File: config.mk
export PLATFORM = sky130hd
export DESIGN_NAME = fetch_unit
export DESIGN_NICKNAME = d
export VERILOG_FILES = /design/src/rtl/fetch_unit.sv
export SDC_FILE = /design/constraint.sdc
export NUM_CORES = 1
export LEC_CHECK = 0
export ABC_AREA = 1
export CAP_MARGIN = 0
export CELL_PAD_IN_SITES_DETAIL_PLACEMENT = 1
export CELL_PAD_IN_SITES_GLOBAL_PLACEMENT = 1
export CORE_MARGIN = 4
export CORE_UTILIZATION = 31
export DETAILED_ROUTE_END_ITERATION = 8
export PLACE_DENSITY_LB_ADDON = 0.1
export SYNTH_ARGS = -nofsm -noshare
export SYNTH_HDL_FRONTEND = slang
export SYNTH_SLANG_ARGS = --single-unit
File: constraint.sdc
create_clock -name Clk -period 1.4 [get_ports Clk]
set_input_delay 0.14 -clock Clk [delete_from_list [all_inputs] [get_ports Clk]]
set_output_delay 0.14 -clock Clk [all_outputs]
set_load 0.01 [all_outputs]
File: src/rtl/fetch_unit.sv
// Instruction-fetch sequencer feeding the IR register: holds the PC, runs a
// req/ready word read per instruction and pulses IR_Load once per fetched word.
module fetch_unit #(
  parameter int unsigned       ADDR_W   = 32,
  parameter int unsigned       DATA_W   = 32,
  parameter logic [ADDR_W-1:0] RESET_PC = '0,
  parameter int unsigned       PC_STEP  = 4
) (
  input  logic              Clk,
  input  logic              Reset,
  input  logic              Stall,
  input  logic              BranchValid,
  input  logic [ADDR_W-1:0] BranchTarget,
  output logic              MemReq,
  output logic [ADDR_W-1:0] MemAddr,
  input  logic              MemReady,
  input  logic [DATA_W-1:0] MemData,
  output logic [DATA_W-1:0] IR_In,
  output logic              IR_Load,
  output logic [ADDR_W-1:0] FetchPC,
  output logic [ADDR_W-1:0] PC
);

  typedef enum logic [1:0] {IDLE, REQ, LOAD, HOLD} state_t;

  state_t            state, state_nx;
  logic [ADDR_W-1:0] pc_q, pc_d;
  logic [ADDR_W-1:0] addr_q, addr_d;
  logic [ADDR_W-1:0] fpc_q, fpc_d;
  logic [ADDR_W-1:0] tgt_q, tgt_d;
  logic [DATA_W-1:0] ir_q, ir_d;
  logic              req_q, req_d;
  logic              load_q, load_d;
  logic              pend_q, pend_d;
  logic [ADDR_W-1:0] eff_pc;
  logic [ADDR_W-1:0] drop_pc;

  assign eff_pc  = BranchValid ? BranchTarget : pc_q;
  assign drop_pc = BranchValid ? BranchTarget : tgt_q;

  always_ff @(posedge Clk) begin
    if (Reset) begin
      state  <= IDLE;
      pc_q   <= RESET_PC;
      addr_q <= '0;
      fpc_q  <= '0;
      tgt_q  <= '0;
      ir_q   <= '0;
      req_q  <= 1'b0;
      load_q <= 1'b0;
      pend_q <= 1'b0;
    end else begin
      state  <= state_nx;
      pc_q   <= pc_d;
      addr_q <= addr_d;
      fpc_q  <= fpc_d;
      tgt_q  <= tgt_d;
      ir_q   <= ir_d;
      req_q  <= req_d;
      load_q <= load_d;
      pend_q <= pend_d;
    end
  end

  // LOAD returns through IDLE so consecutive fetches keep one idle clock
  // between the IR_Load pulse and the next request.
  always_comb begin
    state_nx = state;
    case (state)
      IDLE:    state_nx = Stall ? HOLD : REQ;
      REQ:     if (MemReady) state_nx = (pend_q || BranchValid) ? IDLE : LOAD;
      LOAD:    state_nx = Stall ? HOLD : IDLE;
      HOLD:    state_nx = Stall ? HOLD : REQ;
      default: state_nx = IDLE;
    endcase
  end

  always_comb begin
    pc_d   = pc_q;
    addr_d = addr_q;
    fpc_d  = fpc_q;
    tgt_d  = tgt_q;
    ir_d   = ir_q;
    pend_d = pend_q;
    req_d  = 1'b0;
    load_d = 1'b0;
    case (state)
      REQ: begin
        req_d = 1'b1;
        if (!MemReady) begin
          if (BranchValid) begin
            pend_d = 1'b1;
            tgt_d  = BranchTarget;
          end
        end else if (pend_q || BranchValid) begin
          req_d  = 1'b0;
          pc_d   = drop_pc;
          pend_d = 1'b0;
        end else begin
          req_d  = 1'b0;
          ir_d   = MemData;
          fpc_d  = addr_q;
          load_d = 1'b1;
          pc_d   = pc_q + ADDR_W'(PC_STEP);
        end
      end
      default: begin
        pc_d = eff_pc;
        if (state_nx == REQ) begin
          req_d  = 1'b1;
          addr_d = eff_pc;
        end
      end
    endcase
  end

  assign MemReq  = req_q;
  assign MemAddr = addr_q;
  assign IR_In   = ir_q;
  assign IR_Load = load_q;
  assign FetchPC = fpc_q;
  assign PC      = pc_q;

endmodule

==> results of run 1 <==
[registers in the layout, indices dropped and copies added (netlist names), 2 cells and up]
signal,flops
MemAddr,32
IR_In,32
PC,32
state,2
tgt_q,32
FetchPC,32
[layout by cell type, fill, tap and decap left out, types with 3 or more instances in the layout]
master           netlist  final
o211ai_1               3      3
inv_1                 92     83
buf_8                  0     12
nand3_2                0      9
ha_4                   0      3
clkdlybuf4s50_1        0     67
a21oi_4                0      6
nand3_1               63     52
a21oi_1              131     64
inv_6                  0      5
clkbuf_16              0     27
nor2_4                 1     38
o21ai_0              162     18
a22oi_2                0     13
a31oi_1               27     26
dlygate4sd2_1          0    115
nand2_4                0     10
o21ai_1                0     13
buf_12                 0     37
o21ai_2                0    102
nand2_1              198    168
clkbuf_2               1      3
o21ai_4                0     29
buf_6                  0     32
nand4_1                3      3
buf_4                  5    124
a21boi_0               3      3
dfxtp_4                0     13
nand2_2                3     22
dfxtp_2                0     14
clkdlybuf4s15_1        0      7
inv_2                  2      8
dfxtp_1              165    138
inv_8                  0      7
nor2_2                 8     33
a21oi_2                0     61
nor2_1               152     90
buf_16                 0     17
[worst register-to-register path, delay by kind of cell (launching register included)]
| kind | cells | cell delay (ns) |
|---|---|---|
| buf+inv | 4 | 0.51 |
| simple gates | 2 | 0.19 |
| fa+ha+maj | 1 | 0.28 |
| flops | 1 | 0.40 |
| compound gates | 1 | 0.17 |
[cell type report]
class / instances / area [sq um] / area share [%]
Clock inverter: 14 / 180 / 1.22
Tap cell: 319 / 399 / 2.70
Antenna cell: 1 / 2.50 / 0.0169
Clock buffer: 18 / 429 / 2.91
Inverter: 95 / 388 / 2.63
Multi-Input combinational cell: 776 / 5270 / 35.7
Sequential cell: 165 / 3370 / 22.8
Timing Repair inverter: 1 / 20.0 / 0.136
Timing Repair Buffer: 426 / 4710 / 31.9
[what timing repair did]
item | 4_1_cts | 5_1_grt
gates resized for setup | 526 | 330
endpoints found under the setup margin | 255 | 168
pin swaps | 93 | 97
setup buffers | 35 | 26
gates cloned | 22 | 14
[layer usage]
layer	global-route usage, %	vias to the layer above	part of all wire, %
li1	-	4442	-
met1	33.5	4936	40
met2	44.7	369	52
met3	5.40	93	5.5
met4	8.46	0	3.1
met5	0	-	0
[kinds of logic (layout without fill, tap and decap cells)]
logic type	count (synthesis)	in the layout	synth area share, %
AOI/OAI and AO/OA	342	342	23.8
DFF	165	165	43.7
adders and majority gates	3	3	0.496
and+or+nand+nor	430	430	23.0
xor gates and xnor gates	1	1	0.116
buffers and inverters	167	554	8.99
other	0	1	0
[metrics by stage]
step | util, % | instances
2_1_floorplan | - | 1108
3_3_place_gp | 46.1 | 1697
3_5_place_dp | 46.1 | 1697
4_1_cts | 56.3 | 1785
5_1_grt | 62.2 | 1814
6_report | 62.2 | 1815
[power by group]
group          total (mW)  switching (mW)  internal [mW]
sequential           6.75           0.959           5.79
clock                5.17            2.44           2.74
combinational        12.4            6.46           5.90
[worst max path at each step]
stage                  start     endpoint
global placement    MemReady    IR_In[31]
CTS                 state[1]  MemAddr[26]
detailed placement  MemReady  FetchPC[29]
global route        state[0]  MemAddr[23]
floorplan           state[1]        PC[0]
finish              state[0]  MemAddr[31]
==> qor.txt, run 1 <==
CTS buffer count - 17
Post-DRT Antenna Nets - 0
Drt pass-1 iters - 5
Final Max Slew Viols - 0
Site Rows - 56
Min-delay src - BranchValid
Critical path fanouts, max - 5
Post-synthesis cell area - 7570 sq um
Post-placement cell area - 11000 sq um
RSZ-0062 raised after global routing - yes
Yosys warns - 0
Hold EP - pend_q
First-pass GRT wire length - 55500 um
Worst Tran Pin Value - 0.985 ns
Vias in the first global route - 9748
Routed WL per cell - 24.2 um
Initial antenna violation count - 0
Post-Synthesis Cells - 1108
Worst-skew pair later-pin latency - 0.45 ns
Syn avg cell area - 6.83 sq um
Cell area power density - 1640 nW/um^2
Die Area - 27000 sq um
Fill count - 2713
Final setup violation count - 162
Crit path buf inv count - 4
Share of post-route cells with drive strength above 1 - 42.8%
Count of input and output buffers - 198
Final period utilization - 120%
Top cells by area, synth - dfxtp_1, o21ai_0, nand2_1
Total GRT Usage - 26.3%
Status - finished with violations
Die outline width - 164 um
Initial Util - 31.9%
Crit path largest cell delay - 0.40 ns
Net Count, Synth - 1180
Core ar. - 23800 sq um
# DRC - 0
Max Clock Freq - 596 MHz
Final instance area - 14800 sq um
HPWL Detailed - 22400 um
Routed WL - 43800 um
Flops & latches, synth - 165
Placement Setup Slack - -0.295 ns
Hold Crit Depth - 3
Violated checks - negative setup slack
Synth-to-layout area growth - 95.1%
Gpl congestion - 0.865
CP Capture Type - flip-flop
Vert. Die Dim - 164 um
Clock slew at reported path FFs - 0.08 ns
CP Depth - 8
# hold bufs at CTS - 0
Most frequent cell after synthesis - nand2_1
Largest net degree at the start of global routing - 68
# IOs - 199
Highest-delay cell along the critical path - dfxtp_4
Delay-heaviest family, CP - buffers and inverters
Top-area cell type share of the netlist area - 43.7%
Via count - 9840
Most used DFF post-synth - dfxtp_1
CTS root buf - clkbuf_16
Tmin final - 1.68 ns
Cell taking the most area after synthesis - dfxtp_1
Avg Vias per Cell - 5.42
Slew HR - 33.6%
Worst VDD drop - 0.876 mV
Hold_ws - 0.160 ns
Critical Path Source Type - flip-flop
Setup Crit Path Kind - reg2reg
Initial DRC count - 576
Clock Sinks - 165
Cells along the critical path - inv_2, ha_4, nand4_1, buf_6, buf_12, buf_16, a21oi_1, nor2_1
Hold Crit Class - in2reg
Reg2reg path depth - 8
R2r endpoint - MemAddr[31]
Leak Pwr - 6.26 nW
Tot Pwr - 24.3 mW
Clock Path Buffers - 2
WP data arrival - 2.00 ns
Netlist cell types - 27
Nets - 1554
H-tree levels - 4
R2r startpoint - state[0]
Fin worst setup slack - -0.278 ns
Number of flops mapped to enable cells by yosys - 0
Global route overflow - 0
R2r setup slk - -0.28 ns
Ys async rst share - 0%
Synth cell count leaders - nand2_1, dfxtp_1, o21ai_0
Maxcap violations - 0
Worst Skew - 0.0110 ns
Worst EP required - 1.72 ns
Hold Vio Cnt, Final - 0
CTS tree - yes
Post-route setup TNS - -21.26 ns
Sequential fraction of the synthesis area - 43.7%
(Power assumes the default switching activity.)
==> inputs of run 2 (changes only) <==
--- a/config.mk
+++ b/config.mk
@@ -10,7 +10,7 @@
 export CELL_PAD_IN_SITES_DETAIL_PLACEMENT = 1
 export CELL_PAD_IN_SITES_GLOBAL_PLACEMENT = 1
 export CORE_MARGIN = 4
-export CORE_UTILIZATION = 31
+export CORE_UTILIZATION = 34
 export DETAILED_ROUTE_END_ITERATION = 8
 export PLACE_DENSITY_LB_ADDON = 0.1
 export SYNTH_ARGS = -nofsm -noshare
==> constraint.sdc (replaced) <==
create_clock -name Clk -period 1.8 [get_ports Clk]
set_input_delay 0.18 -clock Clk [delete_from_list [all_inputs] [get_ports Clk]]
set_output_delay 0.18 -clock Clk [all_outputs]
set_load 0.01 [all_outputs]
==> qor.txt, run 2 (synthesized netlist as in run 1, its figures left out) <==
Status - completed
Nets - 1381
Post-placement cell area - 10100 sq um
Max Clock Freq - 574 MHz
Non-filler instance count after layout - 1602
Drt pass-1 iters - 4
Worst Skew - 0.0134 ns
RSZ-0062 raised after global routing - no
Tmin final - 1.74 ns
Routed WL - 28100 um
Post-DRT Antenna Nets - 0
# DRC - 0
Final instance area - 10700 sq um
Core ar. - 21900 sq um
Maxcap violations - 0
Antenna fix cells - 0
Most frequent cells in the layout - nand2_1, clkdlybuf4s50_1, dfxtp_1, o21ai_0, nor2_1
Final Max Slew Viols - 0
Clock Sinks - 165
Crit path largest cell delay - 0.64 ns
Vert. Die Dim - 157 um
Share of post-route cells with drive strength above 1 - 8.09%
HPWL Detailed - 20600 um
Avg Vias per Cell - 5.10
Leak Pwr - 4.09 nW
Routed WL per cell - 17.5 um
Gpl congestion - 0.886
Hold Crit Class - in2reg
Worst VDD drop - 0.524 mV
Initial antenna violation count - 0
Hold Vio Cnt, Final - 0
Critical Path Source Type - flip-flop
Largest net degree at the start of global routing - 62
# hold bufs at CTS - 0
R2r startpoint - PC[15]
Die outline width - 157 um
CTS buffer count - 17
Site Rows - 54
Cells along the critical path - clkdlybuf4s50_1
Highest-delay cell along the critical path - clkdlybuf4s50_1
Setup Crit Path Kind - reg2out
Worst Tran Pin Value - 0.710 ns
# IOs - 199
Synth-to-layout area growth - 41.8%
Vias in the first global route - 8139
Via count - 8176
Delay-heaviest family, CP - buffers and inverters
Total GRT Usage - 22.5%
CTS tree - yes
Placed Cells - 1563
Clock Path Buffers - 2
Tot Pwr - 13.9 mW
Global route overflow - 0
Final setup violation count - 0
CTS root buf - clkbuf_16
Post-route setup TNS - 0 ns
Min-delay src - BranchValid
Die Area - 24700 sq um
Launch point of the critical path - PC[23]
WP data arrival - 1.56 ns
Initial DRC count - 458
Fill count - 2764
Count of input and output buffers - 198
CP Capture Type - primary output
Worst EP required - 1.62 ns
Final period utilization - 96.7%
H-tree levels - 4
Crit path buf inv count - 1
Slew HR - 52.2%
Final core occ - 49.0%
Worst-skew pair later-pin latency - 0.44 ns
Critical path fanouts, max - 7
Commonest non-fill, non-tap cell in the layout - nand2_1
Initial Util - 34.6%
Cell area power density - 1290 nW/um^2
First-pass GRT wire length - 44300 um
Clock slew at reported path FFs - 0.07 ns
==> run 2: power breakdown <==
group | internal (mW) | switching, mW | total (mW)
logic | 2.37 | 2.80 | 5.17
registers | 4.45 | 0.558 | 5.01
clock network | 1.90 | 1.79 | 3.70
==> run 2: metal layers <==
layer / up-vias / global-route usage (%) / routed length [um]
met5: - / 0 / 0
met4: 0 / 4.79 / 305
met3: 24 / 4.21 / 1420
met2: 202 / 36.5 / 13000
met1: 3881 / 31.3 / 13400
li1: 4069 / - / -
==> run 2: stage by stage <==
stage / setup slack (ns) / hold slack (ns)
after floorplan: 0.267 / 0.347
after global placement: 0.126 / 0.460
after detailed placement: 0.100 / 0.467
after CTS: 0.0115 / 0.196
after global routing: 0.00782 / 0.231
final: 0.0588 / 0.210
==> run 2: what timing repair did <==
item	4_1_cts	5_1_grt
setup endpoints to repair	0	8
setup buffers	0	6
resized for setup	0	3
==> run 2: area by class of cell <==
| cell class | count | area, sq um | area share (%) |
|---|---|---|---|
| multi-input combinational | 776 | 3590 | 33.4 |
| sequential | 165 | 3310 | 30.8 |
| timing repair buffer | 254 | 2530 | 23.6 |
| clock buffer | 18 | 439 | 4.09 |
| inverter | 95 | 359 | 3.35 |
| tap | 280 | 350 | 3.26 |
| clock inverter | 14 | 161 | 1.50 |
==> run 2: worst register-to-register path: cells and delay by family, from the launching register on <==
kind	cells	cell delay, ns
flip-flops	1	0.47
AND/OR/NAND/NOR	8	0.97
AO/OA/AOI/OAI	1	0.05
==> run 2: worst paths after layout <==
check          endpoint  slack, ns  depth (start not counted)
max              PC[23]       0.06                          1
min           tgt_q[12]       0.21                          3
max reg2reg      PC[28]       0.17                          9
min reg2reg  FetchPC[1]       0.48                          2
